$ cat src/rtl/cpu_if_reg_target_if.sv
// Single-cycle request / completion bus between the CPU bridge (master)
// and a register-bank responder (slave).
interface cpu_if_reg_target_if;
  logic        read;
  logic        write;
  logic [29:0] address;
  logic [31:0] write_data;
  logic [31:0] read_data;
  logic        access_complete;

  modport master (
    output read, write, address, write_data,
    input  read_data, access_complete
  );

  modport slave (
    input  read, write, address, write_data,
    output read_data, access_complete
  );
endinterface

$ cat src/rtl/cpu_if_reg_target.sv
// Register-bank responder for cpu_if: ID, status, overrun count, cycle count
// and scratch words in a 16-word window, with a programmable response delay.
module cpu_if_reg_target #(
  parameter logic [31:0] BASE_ADDR   = 32'h0000_0000,
  parameter int          WAIT_CYCLES = 2,
  parameter int          NUM_SCRATCH = 8,
  parameter logic [31:0] ID_VALUE    = 32'hC0DE_0001,
  parameter logic [31:0] ERR_DATA    = 32'hDEAD_BEEF
) (
  input logic          clk,
  input logic          reset,
  cpu_if_reg_target_if.slave bus
);

  localparam int         DATA_W    = 32;
  localparam int         SCR_W     = (NUM_SCRATCH > 1) ? $clog2(NUM_SCRATCH) : 1;
  localparam logic [7:0] WAIT_INIT = 8'((WAIT_CYCLES == 0) ? 0 : WAIT_CYCLES - 1);

  typedef enum logic [1:0] {S_IDLE, S_WAIT, S_RESP} state_t;

  state_t                    state;
  logic [7:0]                wait_cnt;
  logic [3:0]                off_q;
  logic                      rd_q, wr_q, err_q;
  logic        [DATA_W-1:0]  wdata_q;
  logic        [DATA_W-1:0]  scratch [NUM_SCRATCH];
  logic [1:0]                status;
  logic [15:0]               ovr_cnt;
  logic        [DATA_W-1:0]  cyc_cnt;
  logic        [DATA_W-1:0]  read_data_r;
  logic                      ack_r;

  logic                      req, in_hit, in_err;
  logic [3:0]                a_off;
  logic                      a_rd, a_wr, a_err;
  logic        [DATA_W-1:0]  a_wdata;
  logic                      go_resp, ovr_evt, wr_ok;
  logic [1:0]                status_clr;
  logic        [DATA_W-1:0]  rd_val;
  logic [SCR_W-1:0]          scr_idx;

  function automatic logic decode_err(input logic hit, input logic [3:0] off,
                                      input logic rd, input logic wr);
    int o;
    o = int'(off);
    return !hit || (o > 3 + NUM_SCRATCH) ||
           (wr && (o == 0 || o == 2 || o == 3)) || (rd && wr);
  endfunction

  assign req    = bus.read | bus.write;
  assign in_hit = (bus.address[29:4] == BASE_ADDR[31:6]);
  assign in_err = decode_err(in_hit, bus.address[3:0], bus.read, bus.write);

  // The access happens on the edge entering RESP; with no wait states that is
  // the accept edge itself, so the live request is used instead of the latch.
  always_comb begin
    if (state == S_IDLE) begin
      a_off   = bus.address[3:0];
      a_rd    = bus.read;
      a_wr    = bus.write;
      a_err   = in_err;
      a_wdata = bus.write_data;
    end else begin
      a_off   = off_q;
      a_rd    = rd_q;
      a_wr    = wr_q;
      a_err   = err_q;
      a_wdata = wdata_q;
    end
  end

  assign go_resp    = ((state == S_IDLE) && req && (WAIT_CYCLES == 0)) ||
                      ((state == S_WAIT) && (wait_cnt == 8'd0));
  assign ovr_evt    = req && (state != S_IDLE);
  assign wr_ok      = go_resp && a_wr && !a_err;
  assign status_clr = (wr_ok && (a_off == 4'd1)) ? a_wdata[1:0] : 2'b00;
  assign scr_idx    = SCR_W'(a_off - 4'd4);

  always_comb begin
    rd_val = ERR_DATA;
    case (a_off)
      4'd0: rd_val = ID_VALUE;
      4'd1: rd_val = {30'd0, status};
      4'd2: rd_val = {16'd0, ovr_cnt};
      4'd3: rd_val = cyc_cnt;
      default: if (int'(a_off) < 4 + NUM_SCRATCH) rd_val = scratch[scr_idx];
    endcase
  end

  always_ff @(posedge clk) begin
    if (reset) begin
      state       <= S_IDLE;
      wait_cnt    <= 8'd0;
      off_q       <= 4'd0;
      rd_q        <= 1'b0;
      wr_q        <= 1'b0;
      err_q       <= 1'b0;
      wdata_q     <= '0;
      status      <= 2'b00;
      ovr_cnt     <= 16'd0;
      read_data_r <= '0;
      ack_r       <= 1'b0;
      for (int i = 0; i < NUM_SCRATCH; i++) scratch[i] <= '0;
    end else begin
      ack_r <= 1'b0;
      case (state)
        S_IDLE: if (req) begin
          off_q   <= bus.address[3:0];
          rd_q    <= bus.read;
          wr_q    <= bus.write;
          err_q   <= in_err;
          wdata_q <= bus.write_data;
          if (WAIT_CYCLES == 0) begin
            state <= S_RESP;
            ack_r <= 1'b1;
          end else begin
            state    <= S_WAIT;
            wait_cnt <= WAIT_INIT;
          end
        end
        S_WAIT: if (wait_cnt == 8'd0) begin
          state <= S_RESP;
          ack_r <= 1'b1;
        end else begin
          wait_cnt <= wait_cnt - 8'd1;
        end
        S_RESP:  state <= S_IDLE;
        default: state <= S_IDLE;
      endcase

      if (go_resp && a_rd) read_data_r <= a_err ? ERR_DATA : rd_val;
      if (wr_ok && (a_off >= 4'd4)) scratch[scr_idx] <= a_wdata;
      // Set events take priority over a simultaneous write-1-to-clear.
      status <= (status & ~status_clr) | {ovr_evt, go_resp && a_err};
      if (ovr_evt && (ovr_cnt != 16'hFFFF)) ovr_cnt <= ovr_cnt + 16'd1;
    end
  end

  always_ff @(posedge clk) begin
    if (reset) cyc_cnt <= '0;
    else       cyc_cnt <= cyc_cnt + 32'd1;
  end

  assign bus.read_data       = read_data_r;
  assign bus.access_complete = ack_r;

endmodule

$ cat src/flat_wrapper.sv
// flat-port wrapper written by rule: the top's interface ports become plain ports
module cpu_if_reg_target_flat 
#(
  parameter logic [31:0] BASE_ADDR   = 32'h0000_0000,
  parameter int          WAIT_CYCLES = 2,
  parameter int          NUM_SCRATCH = 8,
  parameter logic [31:0] ID_VALUE    = 32'hC0DE_0001,
  parameter logic [31:0] ERR_DATA    = 32'hDEAD_BEEF
)
  (clk, reset, bus_read, bus_write, bus_address, bus_write_data, bus_read_data, bus_access_complete);
  cpu_if_reg_target_if bus_i ();
  input logic clk;
  input logic reset;
  input wire logic [$bits(bus_i.read)-1:0] bus_read;
  input wire logic [$bits(bus_i.write)-1:0] bus_write;
  input wire logic [$bits(bus_i.address)-1:0] bus_address;
  input wire logic [$bits(bus_i.write_data)-1:0] bus_write_data;
  output wire logic [$bits(bus_i.read_data)-1:0] bus_read_data;
  output wire logic [$bits(bus_i.access_complete)-1:0] bus_access_complete;
  assign bus_i.read = bus_read;
  assign bus_i.write = bus_write;
  assign bus_i.address = bus_address;
  assign bus_i.write_data = bus_write_data;
  assign bus_read_data = bus_i.read_data;
  assign bus_access_complete = bus_i.access_complete;
  cpu_if_reg_target #(.BASE_ADDR(BASE_ADDR), .WAIT_CYCLES(WAIT_CYCLES), .NUM_SCRATCH(NUM_SCRATCH), .ID_VALUE(ID_VALUE), .ERR_DATA(ERR_DATA)) u_core (.clk(clk), .reset(reset), .bus(bus_i));
endmodule
$ cat config.mk
export PLATFORM = sky130hd
export DESIGN_NAME = cpu_if_reg_target_flat
export DESIGN_NICKNAME = d
export VERILOG_FILES = /design/src/rtl/cpu_if_reg_target_if.sv /design/src/rtl/cpu_if_reg_target.sv /design/src/flat_wrapper.sv
export SDC_FILE = /design/constraint.sdc
export NUM_CORES = 1
export LEC_CHECK = 0
export CORE_ASPECT_RATIO = 0.8
export CORE_MARGIN = 2
export CORE_UTILIZATION = 25
export DETAILED_ROUTE_END_ITERATION = 10
export PLACE_DENSITY = 0.5
export SETUP_SLACK_MARGIN = 0.5
export SLEW_MARGIN = 0
export SYNTH_ARGS = -nofsm -noshare
export SYNTH_HDL_FRONTEND = slang
export SYNTH_SLANG_ARGS = --single-unit
export TNS_END_PERCENT = 50
$ cat constraint.sdc
create_clock -name clk -period 8.9 [get_ports clk]
set_clock_uncertainty 0.1 [all_clocks]
set_input_delay 1.78 -clock clk [delete_from_list [all_inputs] [get_ports clk]]
set_output_delay 1.78 -clock clk [all_outputs]
set_load 0.05 [all_outputs]
* Word-level counts from Yosys, hierarchy flattened
Memories as Yosys holds them, arrays and structs flattened.
Index checks and enable logic that the tools add are counted.
** Operators by class
- Add/subtract/negate cells :: 4
- Multipliers :: 0
- Divide/modulo/power cells :: 0
- Order comparisons :: 3
- Eq/ne operators :: 10
- Shift operators :: 0
- Mux-type cells :: 24
- Bitwise operators :: 5
- Reduce and logical (&&, ||, !) cells :: 30
** Operator list (number)
- $mux W32 :: 4
- $pmux W32 S4 :: 1
- $add A32 B1 Y32 const B :: 1
- $reduce_or A32 Y1 :: 1
- $logic_not A26 Y1 :: 1
- $add A16 B1 Y16 const B :: 1
- $mux W8 :: 2
- $ne A16 B16 Y1 const B :: 1
- $pmux W8 S2 :: 1
- $logic_and A1 B1 Y1 :: 11
- $mux W1 :: 10
- $eq A4 B2 Y1 const B :: 2
- $eq A4 B3 Y1 const B :: 2
- $logic_not A4 Y1 :: 2
- $logic_not A8 Y1 :: 1
- $sub A8 B1 Y8 const B :: 1
- $mux W2 :: 3
- $logic_or A1 B1 Y1 :: 5
- $eq A4 B1 Y1 const B :: 1
- $ge A4 B3 Y1 const B :: 1
- $gt A4 B4 Y1 const B :: 1
- $lt A4 B4 Y1 const B :: 1
- $mux W4 :: 1
- $ne A2 B2 Y1 const B :: 2
- 16 further kinds :: 19
** Word-level totals
- Register bits :: 132
- Bits in latches :: 0
- Bits in writable memories :: 256
- Bits in read-only memories :: 0
- Output and inout bits :: 33
- Memories :: 1
** Memories
- u_core.scratch :: depth 8, bits a word 32, rd ports 1, clocked after memory_dff 0, write ports 8, line cpu_if_reg_target.sv:26 : logic [DATA_W-1:0] scratch [NUM_SCRATCH];

* Depth between registers and ports, before layout
- Depth after elaboration :: 15
- Gate-level depth with buffers :: 10
- Depth with buffers taken out :: 8

* Worst setup path before layout
Ideal clock, no wire load.
- Path type :: in2reg
- Start point :: input bus_address[2]
- End point :: memory u_core.scratch[0][0], enable pin
- Arrival :: 4117 ps
- Data required time :: 8411 ps
- Slack :: 4293 ps
- Stages :: 7
- Path buffers :: 3
- Cells stage by stage :: clkbuf_1 > or4b_2 > o21ai_1 > buf_2 > nand2_1 > clkbuf_1 > nand2_1
** RTL lines
- from (decl) :: line flat_wrapper.sv:16 : input wire logic [$bits(bus_i.address)-1:0] bus_address;
- to (decl) :: line cpu_if_reg_target.sv:26

==> results_dict.tcl <==
set metrics [dict create \
    num_vias 12223 \
    antenna_found_initial 1 \
    max_freq_mhz 169 \
    first_pass_iters 5 \
    crit_type "input pin to flop" \
    postCtsSetupRepairBufs 0 \
    pin_count 99 \
    yosys_register_bits 388 \
    coreArea_mm2 0.0657 \
    setup.worst_path.end "u_core.scratch[6][13]" \
    ir_worst_vdd_mv 0.183 \
    yosys.cell_types.count 59 \
    row_count 84 \
    grt_max_degree 68 \
    drcViolationCount 0 \
    antenna_left 0 \
    p_per_area_mw_per_mm2 274 \
    final.setup.tns_ps 0 \
    clock-sinks 388 \
    period_minus_slack_ps 5910 \
    rrSetupSlack_ps 4330 \
    syn_to_final_growth_pct 19.3 \
    tightestPinTransition_ps 1260 \
    cts_resized 0 \
    regToRegStartpoint "u_core.state[1]" \
    drtIter0Drc 1154 \
    slew_headroom_pct 13.3 \
    grt_usage_pct 14.3 \
    dieArea_mm2 0.0684 \
    antenna_cells 0 \
    synthCells 1550 \
    grt_pass1_vias 11690 \
    vias_per_cell 4.88 \
    final_common_cell "nor2_1" \
    cts_htree_levels 2 \
    gr-usage-met3_pct 2.88 \
    max-cap-violations 0 \
    synth-seq-area-share_pct 62.3 \
    synth_edf_count 256 \
    start_util_pct 25.2 \
    layout.nets 1683 \
    layout_common_cells "nor2_1, edfxtp_1, nand2_1" \
    dpl.hpwl_um 33100 \
    multi_input_area_mm2 0.00581 \
    r2r-end "u_core.scratch[6][13]" \
    place_congestion 0.792 \
    period_share_pct 66.4 \
    finalHoldViolCount 0 \
    nFillCells 6664 \
    clk_latency_ps 560 \
    overflow 0 \
    ys_async_sr_fraction_pct 0 \
    crit_fanout 50 \
    die_h_um 234 \
    setup_violations 0 \
    leakage_uw 0.00673 \
    synth-main-ff-cell "edfxtp_1" \
    grt_setup_unrepaired "false" \
    startpoint "bus_address[1]" \
    totalWireLength_um 49800 \
    cts.clk_slew.worst_paths_ps 60 \
    top_usage_layer "met2" \
    cts_tree "built" \
    syn-num-nets 1619 \
    min_path_type "flop to flop" \
    final_layout_size_suffix_gt1_share_pct 6.68 \
    grt_pass1_wl_um 74400 \
    cts_buffers 40 \
    cts_hold_buf 0 \
    endpoint_kind "flop" \
    hold_depth 2 \
    die_w_um 292 \
    synthesis.area_mm2 0.0166 \
    regArea_mm2 0.0103 \
    worst-endpoint-required_ps 9040 \
    portBuffers 98 \
    outcome "completed" \
    use_met1_pct 20.9 \
    cts_root_buf "clkbuf_16" \
    avgSynthCellArea_um2 10.7 \
    cts_buffer_depth 3 \
    cp-start-kind "input pin" \
    yosys_warnings 0 \
    arrival_ps 6040 \
    fin_util_pct 30.1 \
    wl_per_cell_um 19.9 \
    global_route.usage.met2_pct 22.0 \
    r2r_cells 6 \
    finalMaxSlewViolations 0 \
]
-- sequential cells by signal, summed over array words and instances, names as in the netlist --
register	flops
u_core.rd_q	1
u_core.bus.access_complete	1
u_core.wait_cnt	8
u_core.bus.read_data	32
u_core.off_q	4
u_core.status	2
u_core.scratch	256
u_core.ovr_cnt	16
u_core.err_q	1
u_core.cyc_cnt	32
u_core.wr_q	1
u_core.wdata_q	32
u_core.state	2
-- cell type report --
cell class	instances	area share, %
tap	860	5.44
timing repair buffer	121	5.82
inverter	11	0.209
clock inverter	21	1.45
multi-input combinational	1052	29.4
clock buffer	53	5.48
sequential	388	52.2
-- how the worst min path moves through the flow --
stage | endpoint | start
global placement | u_core.wdata_q[2] | u_core.wdata_q[2]
finish | u_core.wdata_q[4] | u_core.wdata_q[4]
detailed placement | u_core.bus.read_data[17] | u_core.bus.read_data[17]
global route | u_core.wdata_q[12] | u_core.wdata_q[12]
floorplan | u_core.wdata_q[0] | u_core.wdata_q[0]
CTS | u_core.wdata_q[5] | u_core.wdata_q[5]
-- critical path: stages --
cell	delay, ps
clkdlybuf4s50_1	730
or4b_2	690
o21ai_4	80
buf_4	540
nand2_1	860
nand2_1	940
buf_4	380
-- layer usage --
metal	vias up	routed length, um	share of wire [%]
li1	5729	-	-
met1	6088	23900	48
met2	362	21800	44
met3	44	3360	6.7
met4	0	744	1.5
met5	-	0	0
-- report_power, final --
| group | leakage, uW | internal [uW] | switching (uW) |
|---|---|---|---|
| logic | 0.00235 | 431 | 1090 |
| registers | 0.00372 | 2040 | 92.7 |
| clock network | 0.000670 | 1040 | 719 |
| total | 0.00673 | 3510 | 1910 |
-- kinds of logic after synthesis --
logic type | count (synthesis) | share of synthesized area (%)
and+or+nand+nor | 656 | 17.1
xor gates and xnor gates | 49 | 2.59
muxes | 39 | 2.37
adders and majority gates | 3 | 0.227
buffers and inverters | 110 | 3.16
AOI/OAI and AO/OA | 305 | 12.2
DFF | 388 | 62.3
-- synthesized netlist by cell type, types with 2 or more instances --
library cell / n / share of area, %
nor2_1: 350 / 7.9
edfxtp_1: 256 / 46
nand2_1: 156 / 3.5
dfxtp_1: 132 / 16
a22oi_1: 96 / 4.3
a21oi_1: 70 / 2.1
clkbuf_1: 65 / 1.5
nand3_1: 64 / 1.9
mux2i_1: 37 / 2.2
o22ai_1: 31 / 1.2
o21ai_0: 28 / 0.85
xor2_1: 27 / 1.4
xnor2_1: 22 / 1.2
buf_2: 17 / 0.51
a31oi_1: 14 / 0.53
nand4_1: 14 / 0.53
nor3_1: 14 / 0.42
buf_6: 12 / 0.82
inv_1: 11 / 0.25
a211o_1: 10 / 0.53
a221oi_1: 10 / 0.53
nor4_1: 8 / 0.30
o211ai_1: 8 / 0.36
a311oi_1: 6 / 0.32
and2_1: 6 / 0.23
o21a_1: 6 / 0.27
o21ai_1: 6 / 0.18
a2111oi_0: 5 / 0.26
and3_1: 5 / 0.19
and4_1: 5 / 0.26
buf_1: 5 / 0.11
nand2b_1: 5 / 0.19
or3_1: 5 / 0.19
nand2_4: 4 / 0.27
o2111ai_1: 4 / 0.21
a211oi_1: 3 / 0.14
ha_1: 3 / 0.23
or4b_2: 3 / 0.18
mux2_2: 2 / 0.14
nor2b_1: 2 / 0.075
nor3b_1: 2 / 0.091
o221ai_1: 2 / 0.11
or2_2: 2 / 0.075
or4_1: 2 / 0.091
-- stage by stage --
| step | hold WS [ps] | setup slack, ps | std cells | power (uW) | cell area (um^2) |
|---|---|---|---|---|---|
| floorplan | 336 | 4290 | 1550 | 3090 | 16600 |
| global placement | 341 | 2530 | 2432 | 3670 | 18400 |
| detailed placement | 345 | 2420 | 2432 | 3680 | 18400 |
| CTS | 354 | 3000 | 2506 | 5460 | 19800 |
| global route | 369 | 2620 | 2506 | 5660 | 19800 |
| finish | 354 | 2990 | 2506 | 5420 | 19800 |
Power figures use the tool's default switching activity.
